===== config.mk =====
export PLATFORM = sky130hd
export DESIGN_NAME = mips_stage_controller
export DESIGN_NICKNAME = d
export VERILOG_FILES = /design/src/rtl/mips_stage_controller.sv
export SDC_FILE = /design/constraint.sdc
export NUM_CORES = 1
export LEC_CHECK = 0
export CAP_MARGIN = 20
export CELL_PAD_IN_SITES_DETAIL_PLACEMENT = 0
export CELL_PAD_IN_SITES_GLOBAL_PLACEMENT = 1
export CORE_MARGIN = 4
export CORE_UTILIZATION = 35
export CTS_CLUSTER_DIAMETER = 120
export DETAILED_ROUTE_END_ITERATION = 6
export PLACE_DENSITY = 0.81
export SLEW_MARGIN = 20
export SYNTH_ARGS = -nofsm -noshare
export SYNTH_HDL_FRONTEND = slang
export SYNTH_SLANG_ARGS = --single-unit

===== constraint.sdc =====
create_clock -name clk -period 5.45 [get_ports clk]
set_input_delay 1.09 -clock clk [delete_from_list [all_inputs] [get_ports clk]]
set_output_delay 1.09 -clock clk [all_outputs]
set_load 0.05 [all_outputs]

===== src/rtl/mips_stage_controller.sv =====
// Multi-cycle FETCH/DECODE/EXECUTE/MEMORY/WRITEBACK sequencer for the Harvard MIPS core.
// Ports: clk, reset (sync, high), clk_enable, dec_* decode flags, mem_wait -> stage, active, fault, strobes, counters.
module mips_stage_controller #(
  parameter bit SKIP_MEM    = 1'b1,
  parameter int MEM_TIMEOUT = 15,
  parameter int CNT_W       = 32
) (
  input  logic             clk,
  input  logic             reset,
  input  logic             clk_enable,
  input  logic             dec_is_load,
  input  logic             dec_is_store,
  input  logic             dec_writes_reg,
  input  logic             dec_branch,
  input  logic             dec_halt,
  input  logic             mem_wait,
  output logic [4:0]       stage,
  output logic             active,
  output logic             fault,
  output logic             ir_en,
  output logic             pc_en,
  output logic             branch_en,
  output logic             reg_write_en,
  output logic             data_read,
  output logic             data_write,
  output logic [CNT_W-1:0] cycle_count,
  output logic [CNT_W-1:0] instr_count
);

  typedef enum logic [2:0] {
    S_FETCH,
    S_DECODE,
    S_EXEC,
    S_MEM,
    S_WB,
    S_HALT
  } state_t;

  localparam int WW =
    (MEM_TIMEOUT > 1) ? $clog2(MEM_TIMEOUT + 1) : 1;
  localparam logic [WW-1:0] WLIM = WW'(MEM_TIMEOUT);
  localparam logic [WW-1:0] WONE = WW'(1);
  localparam logic [CNT_W-1:0] CONE = CNT_W'(1);

  state_t state_q, state_d;

  logic ld_q, st_q, wr_q, br_q, hlt_q;
  logic tmo_q, fault_q;
  logic [WW-1:0] wait_q, wait_next;
  logic timeout_hit;
  logic [CNT_W-1:0] cycle_q, instr_q;

  // Consecutive-wait count reaching the limit ends the access.
  assign wait_next = wait_q + WONE;
  assign timeout_hit = (MEM_TIMEOUT != 0) && mem_wait &&
                       (wait_next == WLIM);

  always_comb begin
    state_d = state_q;
    unique case (state_q)
      S_FETCH:  state_d = S_DECODE;
      S_DECODE: state_d = S_EXEC;
      S_EXEC: begin
        if (ld_q || st_q || !SKIP_MEM)
          state_d = S_MEM;
        else
          state_d = S_WB;
      end
      S_MEM: begin
        if (!mem_wait || timeout_hit)
          state_d = S_WB;
      end
      S_WB: begin
        if (hlt_q || fault_q)
          state_d = S_HALT;
        else
          state_d = S_FETCH;
      end
      default: state_d = S_HALT;
    endcase
  end

  always_ff @(posedge clk) begin
    if (reset) begin
      state_q <= S_FETCH;
      ld_q    <= 1'b0;
      st_q    <= 1'b0;
      wr_q    <= 1'b0;
      br_q    <= 1'b0;
      hlt_q   <= 1'b0;
      tmo_q   <= 1'b0;
      fault_q <= 1'b0;
      wait_q  <= '0;
      cycle_q <= '0;
      instr_q <= '0;
    end else if (clk_enable) begin
      state_q <= state_d;
      if (state_q == S_DECODE) begin
        // Conflicting load+store runs as a store.
        ld_q  <= dec_is_load & ~dec_is_store;
        st_q  <= dec_is_store;
        wr_q  <= dec_writes_reg;
        br_q  <= dec_branch;
        hlt_q <= dec_halt;
        tmo_q <= 1'b0;
        if (dec_is_load && dec_is_store)
          fault_q <= 1'b1;
      end
      if (state_q == S_EXEC)
        wait_q <= '0;
      if (state_q == S_MEM && mem_wait) begin
        wait_q <= wait_next;
        if (timeout_hit) begin
          fault_q <= 1'b1;
          tmo_q   <= 1'b1;
        end
      end
      if (state_q != S_HALT)
        cycle_q <= cycle_q + CONE;
      if (state_q == S_WB)
        instr_q <= instr_q + CONE;
    end
  end

  always_comb begin
    stage = 5'b00000;
    unique case (state_q)
      S_FETCH:  stage = 5'b00001;
      S_DECODE: stage = 5'b00010;
      S_EXEC:   stage = 5'b00100;
      S_MEM:    stage = 5'b01000;
      S_WB:     stage = 5'b10000;
      default:  stage = 5'b00000;
    endcase
  end

  assign active       = (state_q != S_HALT);
  assign fault        = fault_q;
  assign ir_en        = stage[0] & clk_enable;
  assign pc_en        = stage[4] & clk_enable;
  assign branch_en    = pc_en & br_q;
  // A timed-out access must not commit stale load data.
  assign reg_write_en = pc_en & wr_q & ~tmo_q;
  assign data_read    = stage[3] & ld_q;
  // Reset in MEMORY must not let a store slip out.
  assign data_write   = stage[3] & st_q & clk_enable &
                        ~mem_wait & ~reset;
  assign cycle_count  = cycle_q;
  assign instr_count  = instr_q;

endmodule


-- Word level (Yosys, flattened, before mapping)
Cells that the tools add are included.
- bits in registers: 78
- logic and storage cells: 64
- input bits: 9
- output and inout port bits: 77
- reductions and logical operators: 14
- eq/ne operators: 7
- add/subtract/negate cells: 3
- muxes and demuxes: 14
- bitwise logic cells: 15
- operators with widths (operator ; number):
    $add A32 B1 Y32 const B ; 2
    $pmux W5 S5 ; 1
    $pmux W3 S5 ; 1
    $and A1 B1 Y1 ; 11
    $reduce_and A2 Y1 ; 5
    $mux W3 ; 3
    $mux W4 ; 2
    $mux W1 ; 7
    $eq A3 B2 Y1 const B ; 2
    $add A4 B1 Y4 const B ; 1
    $eq A4 B4 Y1 const B ; 1
    $not A1 Y1 ; 4
    $eq A3 B1 Y1 const B ; 1
    $eq A3 B3 Y1 const B ; 1
    $logic_and A1 B1 Y1 ; 3
    $logic_not A3 Y1 ; 1
    $logic_or A1 B1 Y1 ; 3
    $ne A3 B3 Y1 const B ; 1
    $ne A2 B2 Y1 const B ; 1
    $reduce_bool A2 Y1 ; 1
    $logic_not A1 Y1 ; 1

-- Longest topological paths before layout
Gate-level depths: netlist of the first run.
- word-level depth: 6
- depth in mapped cells: 9
- mapped depth without buffers: 6

-- Worst setup path before layout of the first run
OpenSTA, ideal clock, no wires.
- path type: input -> output
- start: input reset
- end: output data_write
- path buffers: 2
- arrival time: 3.067 ns
- required time: 4.360 ns
- slack: 1.293 ns
- stages: 3
- cell sequence: clkbuf_1 -> clkbuf_1 -> nor4b_1
- longest elaborated chain between the ends: 2
- ends and longest elaborated chain (element ; RTL line ; RTL):
    start: declaration ; 9 ; input logic reset,
    $not A1 Y1 ; 147 ; ~mem_wait & ~reset;
    $and A1 B1 Y1 ; 147 ;
    end: declaration ; 25 ; output logic data_write,
Every way passes these cells.

-- Worst setup path after layout of the first run
- start: input clk_enable
- end: output reg_write_en
- longest elaborated chain between the ends: 3
- ends and longest elaborated chain (element ; RTL line ; RTL):
    start: declaration ; 10 ; input logic clk_enable,
    $and A1 B1 Y1 ; 140 ; assign pc_en = stage[4] & clk_enable;
    $and A1 B1 Y1 (2 in series) ; 143 ; assign reg_write_en = pc_en & wr_q & ~tmo_q;
    end: declaration ; 23 ; output logic reg_write_en,
Every way passes these cells.

==> results.json, run 1 <==
{
  "outcome": "completed",
  "fmax_mhz": 231,
  "cp.arrival_ns": 3.25,
  "num-nets-final": 528,
  "worst_r2r_startpoint": "state_q[0]$_SDFFE_PP0P_",
  "min_period_over_period_pct": 79.6,
  "antenna_found_initial": 0,
  "clk-insertion-delay-late_ns": 0.34,
  "grt.total_usage_pct": 14.7,
  "finalHoldViolations": 0,
  "syn_nets": 450,
  "yosys-top-cells-count": "78 x sky130_fd_sc_hd__dfxtp_1, 60 x sky130_fd_sc_hd__nor2_1, 28 x sky130_fd_sc_hd__nand3_1",
  "post-synth-top-area-fraction_pct": 42.1,
  "wl_um": 8970,
  "utilization_pct": 46.6,
  "post-cts-setup-buffer-count": 0,
  "drtPass1Iterations": 4,
  "synth_top_cell_by_area": "sky130_fd_sc_hd__dfxtp_1",
  "vdd.ir_drop.worst_mv": 0.114,
  "first_global_vias": 3155,
  "dp.final_hpwl_um": 6290,
  "crit_type": "input pin to primary output",
  "area_enclosed_by_the_die_boundary_mm2": 0.0123,
  "drt-vias-per-instance": 5.10,
  "num_io_pins": 86,
  "die_height_um": 111,
  "cts_buffers": 9,
  "cts_hold_buf": 0,
  "synth.ff_latch_count": 78,
  "detailedRoute.firstIterationViolations": 153,
  "timing.slew.headroom_pct": 38.2,
  "initial_utilization_pct": 35.9,
  "grt-ovfl-total": 0,
  "ctsRootBufferMaster": "sky130_fd_sc_hd__clkbuf_8",
  "yosysMostFrequentCell": "sky130_fd_sc_hd__dfxtp_1",
  "power_density_mw_per_mm2": 214,
  "power_consumption_uw": 1030,
  "yosysUniqueCellTypes": 45,
  "antenna_cells_inserted": 0,
  "route.detailed.wl_per_inst_um": 13.7,
  "final.setup.tns_ns": 0,
  "ff2ff_setup_slack_ns": 3.08,
  "critical_path.endpoint_type": "primary output",
  "design_area_mm2": 0.00481,
  "cp_max_fo": 12,
  "worst_hold_check_path_type": "register to register",
  "netlist_area_mm2": 0.00371,
  "biggest_area_contributors_in_the_synthesized_netlist": "sky130_fd_sc_hd__dfxtp_1 42%, sky130_fd_sc_hd__xnor2_1 6.1%, sky130_fd_sc_hd__nor2_1 6.1%",
  "gp_congestion": 0.773,
  "worstMarginPinSlew_ns": 0.924,
  "synth_edf_count": 0,
  "cts_max_level": 3,
  "synthArstFlopShare_pct": 0,
  "final_max_slew_viol_count": 0,
  "grt_max_degree": 80,
  "critPathLaunchType": "input pin",
  "num_vias": 3346,
  "required_time_at_the_worst_slack_endpoint_ns": 4.36,
  "leakage_uw": 0.00156,
  "cts_repair_resize_count": 0,
  "final.hold.worst_slack_ns": 0.479,
  "tritoncts": "built",
  "cap_viol_max_count": 0,
  "cts_max_path_buffers": 2,
  "final_worst_path_period_need_ns": 4.34,
  "core_region_area_mm2": 0.0103,
  "synth_top_flop_cell": "sky130_fd_sc_hd__dfxtp_1",
  "port_buffers": 85,
  "die-width_um": 111,
  "setup-violations-final": 0,
  "numClockSinks": 78,
  "grt_setup_unrepaired": "false",
  "placement_rows": 37,
  "min_delay_worst_endpoint": "ld_q$_SDFFE_PP0P_",
  "drcViolationCount": 0,
  "finalClockSkew_ns": 0.0121,
  "synthesis.yosys.warnings": 0,
  "grt_pass1_wl_um": 15400,
  "route.antenna.remaining_nets": 0,
  "synth-seq-area-share_pct": 42.1,
  "layout-drive-gt1-share_pct": 4.62,
  "r2r_end": "instr_count[31]$_SDFFE_PP0P_",
  "hp-start": "ld_q$_SDFFE_PP0P_",
  "area.growth.synth_to_final_pct": 29.7,
  "postSynthAreaPerCell_um2": 8.48,
  "ff2ff_path_depth": 5,
  "clkSlewWorstSetupHoldPaths_ns": 0.08,
  "post_dp_cell_area_mm2": 0.00464,
  "depth_of_the_worst_hold_timing_path": 2,
  "synthesis.instances": 437
}
final cells by class:
| type | count | area [um^2] |
|---|---|---|
| Fill cell | 1030 | 5520 |
| Multi-Input combinational cell | 324 | 2000 |
| Sequential cell | 78 | 1560 |
| Timing Repair Buffer | 86 | 853 |
| Tap cell | 136 | 170 |
| Clock buffer | 10 | 128 |
| Inverter | 16 | 60.1 |
| Clock inverter | 6 | 38.8 |
state kept, by name (all words and copies together), names as in the netlist:
name	flops
br_q	1
cycle_count	32
fault	1
hlt_q	1
instr_count	32
ld_q	1
st_q	1
state_q	3
tmo_q	1
wait_q	4
wr_q	1
power breakdown:
| group | switching (uW) | internal, uW |
|---|---|---|
| sequential | 7.42 | 574 |
| clock | 213 | 164 |
| combinational | 46.6 | 24.6 |
how the worst max path moves through the flow:
stage                          start           end  depth (start not counted)
after detailed placement  clk_enable  reg_write_en                          4
final                     clk_enable  reg_write_en                          4
after global routing      clk_enable  reg_write_en                          4
after global placement    clk_enable    data_write                          4
after CTS                 clk_enable  reg_write_en                          4
after floorplan                reset    data_write                          3
placed cells by master (no fill, tap or decap), drive strengths merged, types with 2 or more instances in the layout:
cell type,instances
nor4b,4
clkdlybuf4s50,84
clkinvlp,2
and2,7
xor2,22
nor2,60
xnor2,26
nor3,14
nor2b,3
mux2i,6
nand4,15
nor3b,2
nand3,28
or4,5
buf,2
clkbuf,10
and3b,2
and4,8
ha,4
nor4,11
or3,11
o21ai,16
clkinv,4
a21oi,25
inv,16
and3,10
nand2b,4
or2,2
a311oi,2
nand2,25
dfxtp,78
metal layers:
metal	track usage, %	share of wire, %	wire [um]	vias up
met4	3.45	0.61	55	0
li1	-	-	-	1685
met5	0	0	0	-
met3	4.69	4.6	413	4
met2	24.0	48	4300	80
met1	19.0	47	4210	1577
cell families after synthesis:
group,Yosys count,share of synthesized area [%]
AOI/OAI and AO/OA,51,7.66
adders and majority gates,4,1.35
xor gates and xnor gates,48,11.3
and+or+nand+nor,215,31.9
DFF,78,42.1
muxes,6,1.62
buffers and inverters,35,4.02
critical path, cell delays in order:
cell and delay (ns):
sky130_fd_sc_hd__clkdlybuf4s50_1 0.71, sky130_fd_sc_hd__and4bb_4 0.43, sky130_fd_sc_hd__and3b_1 0.21, sky130_fd_sc_hd__clkdlybuf4s50_1 0.80
through the flow:
| step | std cells | setup slack (ns) |
|---|---|---|
| floorplan | 437 | 1.29 |
| global placement | 640 | 1.13 |
| detailed placement | 640 | 1.12 |
| CTS | 656 | 1.10 |
| global route | 656 | 1.01 |
| finish | 656 | 1.11 |
Power figures use the tool's default switching activity.
==> inputs of run 2 (changes only) <==
--- a/config.mk
+++ b/config.mk
@@ -9,10 +9,10 @@
 export CELL_PAD_IN_SITES_DETAIL_PLACEMENT = 0
 export CELL_PAD_IN_SITES_GLOBAL_PLACEMENT = 1
 export CORE_MARGIN = 4
-export CORE_UTILIZATION = 35
+export CORE_UTILIZATION = 33
 export CTS_CLUSTER_DIAMETER = 120
 export DETAILED_ROUTE_END_ITERATION = 6
-export PLACE_DENSITY = 0.81
+export PLACE_DENSITY = 0.8
 export SLEW_MARGIN = 20
 export SYNTH_ARGS = -nofsm -noshare
 export SYNTH_HDL_FRONTEND = slang
==> constraint.sdc (replaced) <==
create_clock -name clk -period 3.57 [get_ports clk]
set_input_delay 0.714 -clock clk [delete_from_list [all_inputs] [get_ports clk]]
set_output_delay 0.714 -clock clk [all_outputs]
set_load 0.05 [all_outputs]
==> run 2 against run 1 <==
Against the previous run: via count increased by 0.54%; sequential power increased by 53%; global-route usage decreased by 0.30 points; clock power increased by 150%; count of clock-buffer cells in the layout increased by 1; sequential cell count unchanged; sequential share of layout area decreased by 1.1 points.
==> results.json, run 2 (synthesized netlist as in run 1, its figures left out) <==
{
  "outcome": "completed",
  "setup-violations-final": 0,
  "tritoncts": "built",
  "critPathLaunchType": "register",
  "critical-path-slowest-cell": "sky130_fd_sc_hd__clkdlybuf4s50_1",
  "route.detailed.wl_per_inst_um": 14.0,
  "critical_path.endpoint_type": "primary output",
  "cp.arrival_ns": 2.22,
  "cap_viol_max_count": 0,
  "num_io_pins": 86,
  "num_vias": 3364,
  "cts_max_path_buffers": 2,
  "grt-ovfl-total": 0,
  "crit_path_max_incr_delay_ns": 0.82,
  "area_enclosed_by_the_die_boundary_mm2": 0.0130,
  "seq_area_mm2": 0.00156,
  "post_dp_cell_area_mm2": 0.00467,
  "worst_hold_check_path_type": "register to register",
  "cts_max_level": 3,
  "crit_type": "register to primary output",
  "min_delay_worst_endpoint": "ld_q$_SDFFE_PP0P_",
  "antenna_found_initial": 0,
  "grt_pass1_wl_um": 15600,
  "initial_utilization_pct": 33.9,
  "required_time_at_the_worst_slack_endpoint_ns": 2.86,
  "fmax_mhz": 341,
  "layout-drive-gt1-share_pct": 6.13,
  "gp_congestion": 0.822,
  "port_buffers": 85,
  "route.antenna.remaining_nets": 0,
  "final_max_slew_viol_count": 0,
  "drt-vias-per-instance": 5.08,
  "first_global_vias": 3293,
  "ctsRootBufferMaster": "sky130_fd_sc_hd__clkbuf_16",
  "layout.cells.most_common": "sky130_fd_sc_hd__clkdlybuf4s50_1",
  "worstPathCellList": "nor2b_1, and3_1, clkdlybuf4s50_1",
  "die-width_um": 114,
  "hp-start": "ld_q$_SDFFE_PP0P_",
  "drcViolationCount": 0,
  "grt_setup_unrepaired": "false",
  "grt_max_degree": 80,
  "multi_input_area_mm2": 0.00200,
  "ff2ff_setup_slack_ns": 1.22,
  "antenna_cells_inserted": 0,
  "timing.slew.headroom_pct": 44.4,
  "worstMarginPinSlew_ns": 0.834,
  "die_height_um": 114,
  "drtPass1Iterations": 5,
  "r2r_end": "instr_count[31]$_SDFFE_PP0P_",
  "wl_um": 9240,
  "cp_max_fo": 10,
  "power_density_mw_per_mm2": 389,
  "post-place-cells": 646,
  "stdcell_count": 662,
  "finalClockSkew_ns": 0.00892,
  "area.growth.synth_to_final_pct": 34.5,
  "final_worst_path_period_need_ns": 2.93,
  "ff2ff_path_depth": 5,
  "grt.total_usage_pct": 14.4,
  "design_area_mm2": 0.00498,
  "cts_repair_resize_count": 0,
  "leakage_uw": 0.00165,
  "clkSlewWorstSetupHoldPaths_ns": 0.06,
  "core_region_area_mm2": 0.0109,
  "timing.final.ws_setup_ns": 0.636,
  "min_period_over_period_pct": 82.2,
  "final.fill_count": 1116,
  "post-cts-setup-buffer-count": 0,
  "final.setup.tns_ns": 0,
  "finalHoldViolations": 0,
  "detailedRoute.firstIterationViolations": 162,
  "worst_r2r_startpoint": "state_q[0]$_SDFFE_PP0P_",
  "clk-insertion-delay-late_ns": 0.33,
  "dp.final_hpwl_um": 6550,
  "placement_rows": 38,
  "cts_hold_buf": 0,
  "numClockSinks": 78,
  "num-nets-final": 530,
  "final_cell_mix": "79 x sky130_fd_sc_hd__clkdlybuf4s50_1, 78 x sky130_fd_sc_hd__dfxtp_1, 60 x sky130_fd_sc_hd__nor2_1",
  "pre_cts_ws_ns": 0.600,
  "cts_buffers": 9,
  "power_consumption_uw": 1940,
  "vdd.ir_drop.worst_mv": 0.191,
  "depth_of_the_worst_hold_timing_path": 2
}
[run 2: changes by cell type in the layout (fill, tap and decap cells not counted), sizes merged]
cell	previous run	this run
clkinv	4	1
clkinvlp	2	3
bufinv	0	1
buf	2	9
clkdlybuf4s50	84	79
clkbuf	10	11
[run 2: area by class of cell]
type	count	share of cell area [%]
Clock buffer	11	5.07
Clock inverter	5	1.15
Inverter	16	1.20
Multi-Input combinational cell	324	40.1
Sequential cell	78	31.3
Tap cell	140	3.51
Timing Repair Buffer	88	17.7
[run 2: worst max-delay path by stage]
| stage | start | endpoint | slack (ns) | cells after the start |
|---|---|---|---|---|
| 2_1_floorplan | state_q[1]$_SDFFE_PP0P_ | data_write | 0.03 | 4 |
| 3_3_place_gp | clk_enable | instr_count[31]$_SDFFE_PP0P_ | 0.63 | 6 |
| 3_5_place_dp | clk_enable | instr_count[31]$_SDFFE_PP0P_ | 0.60 | 6 |
| 4_1_cts | state_q[1]$_SDFFE_PP0P_ | data_read | 0.61 | 3 |
| 5_1_grt | state_q[1]$_SDFFE_PP0P_ | data_read | 0.46 | 3 |
| 6_report | state_q[1]$_SDFFE_PP0P_ | data_read | 0.64 | 3 |
[run 2: metrics by stage]
stage	util, %	hold WS [ns]
after global placement	42.7	0.466
after detailed placement	42.7	0.473
final	45.6	0.481
after floorplan	-	0.445
after global routing	45.6	0.516
after CTS	45.6	0.484
[run 2: critical path, delay by kind of cell, from the launching register on]
kind                   cells  cell delay (ns)
buffers and inverters      1             0.82
flip-flops                 1             0.49
AND/OR/NAND/NOR            2             0.58
[run 2: metal layers]
layer	up-vias	GRT usage, %	share of wire [%]
met3	9	2.76	3.6
met4	0	5.38	1.1
met2	67	23.9	48
met5	-	0	0
met1	1598	18.6	47
li1	1690	-	-
[run 2: where the power goes]
| group | switching [uW] | internal [uW] | total (uW) |
|---|---|---|---|
| Clock | 361 | 578 | 939 |
| Combinational | 70.6 | 38.6 | 109 |
| Sequential | 11.0 | 878 | 889 |
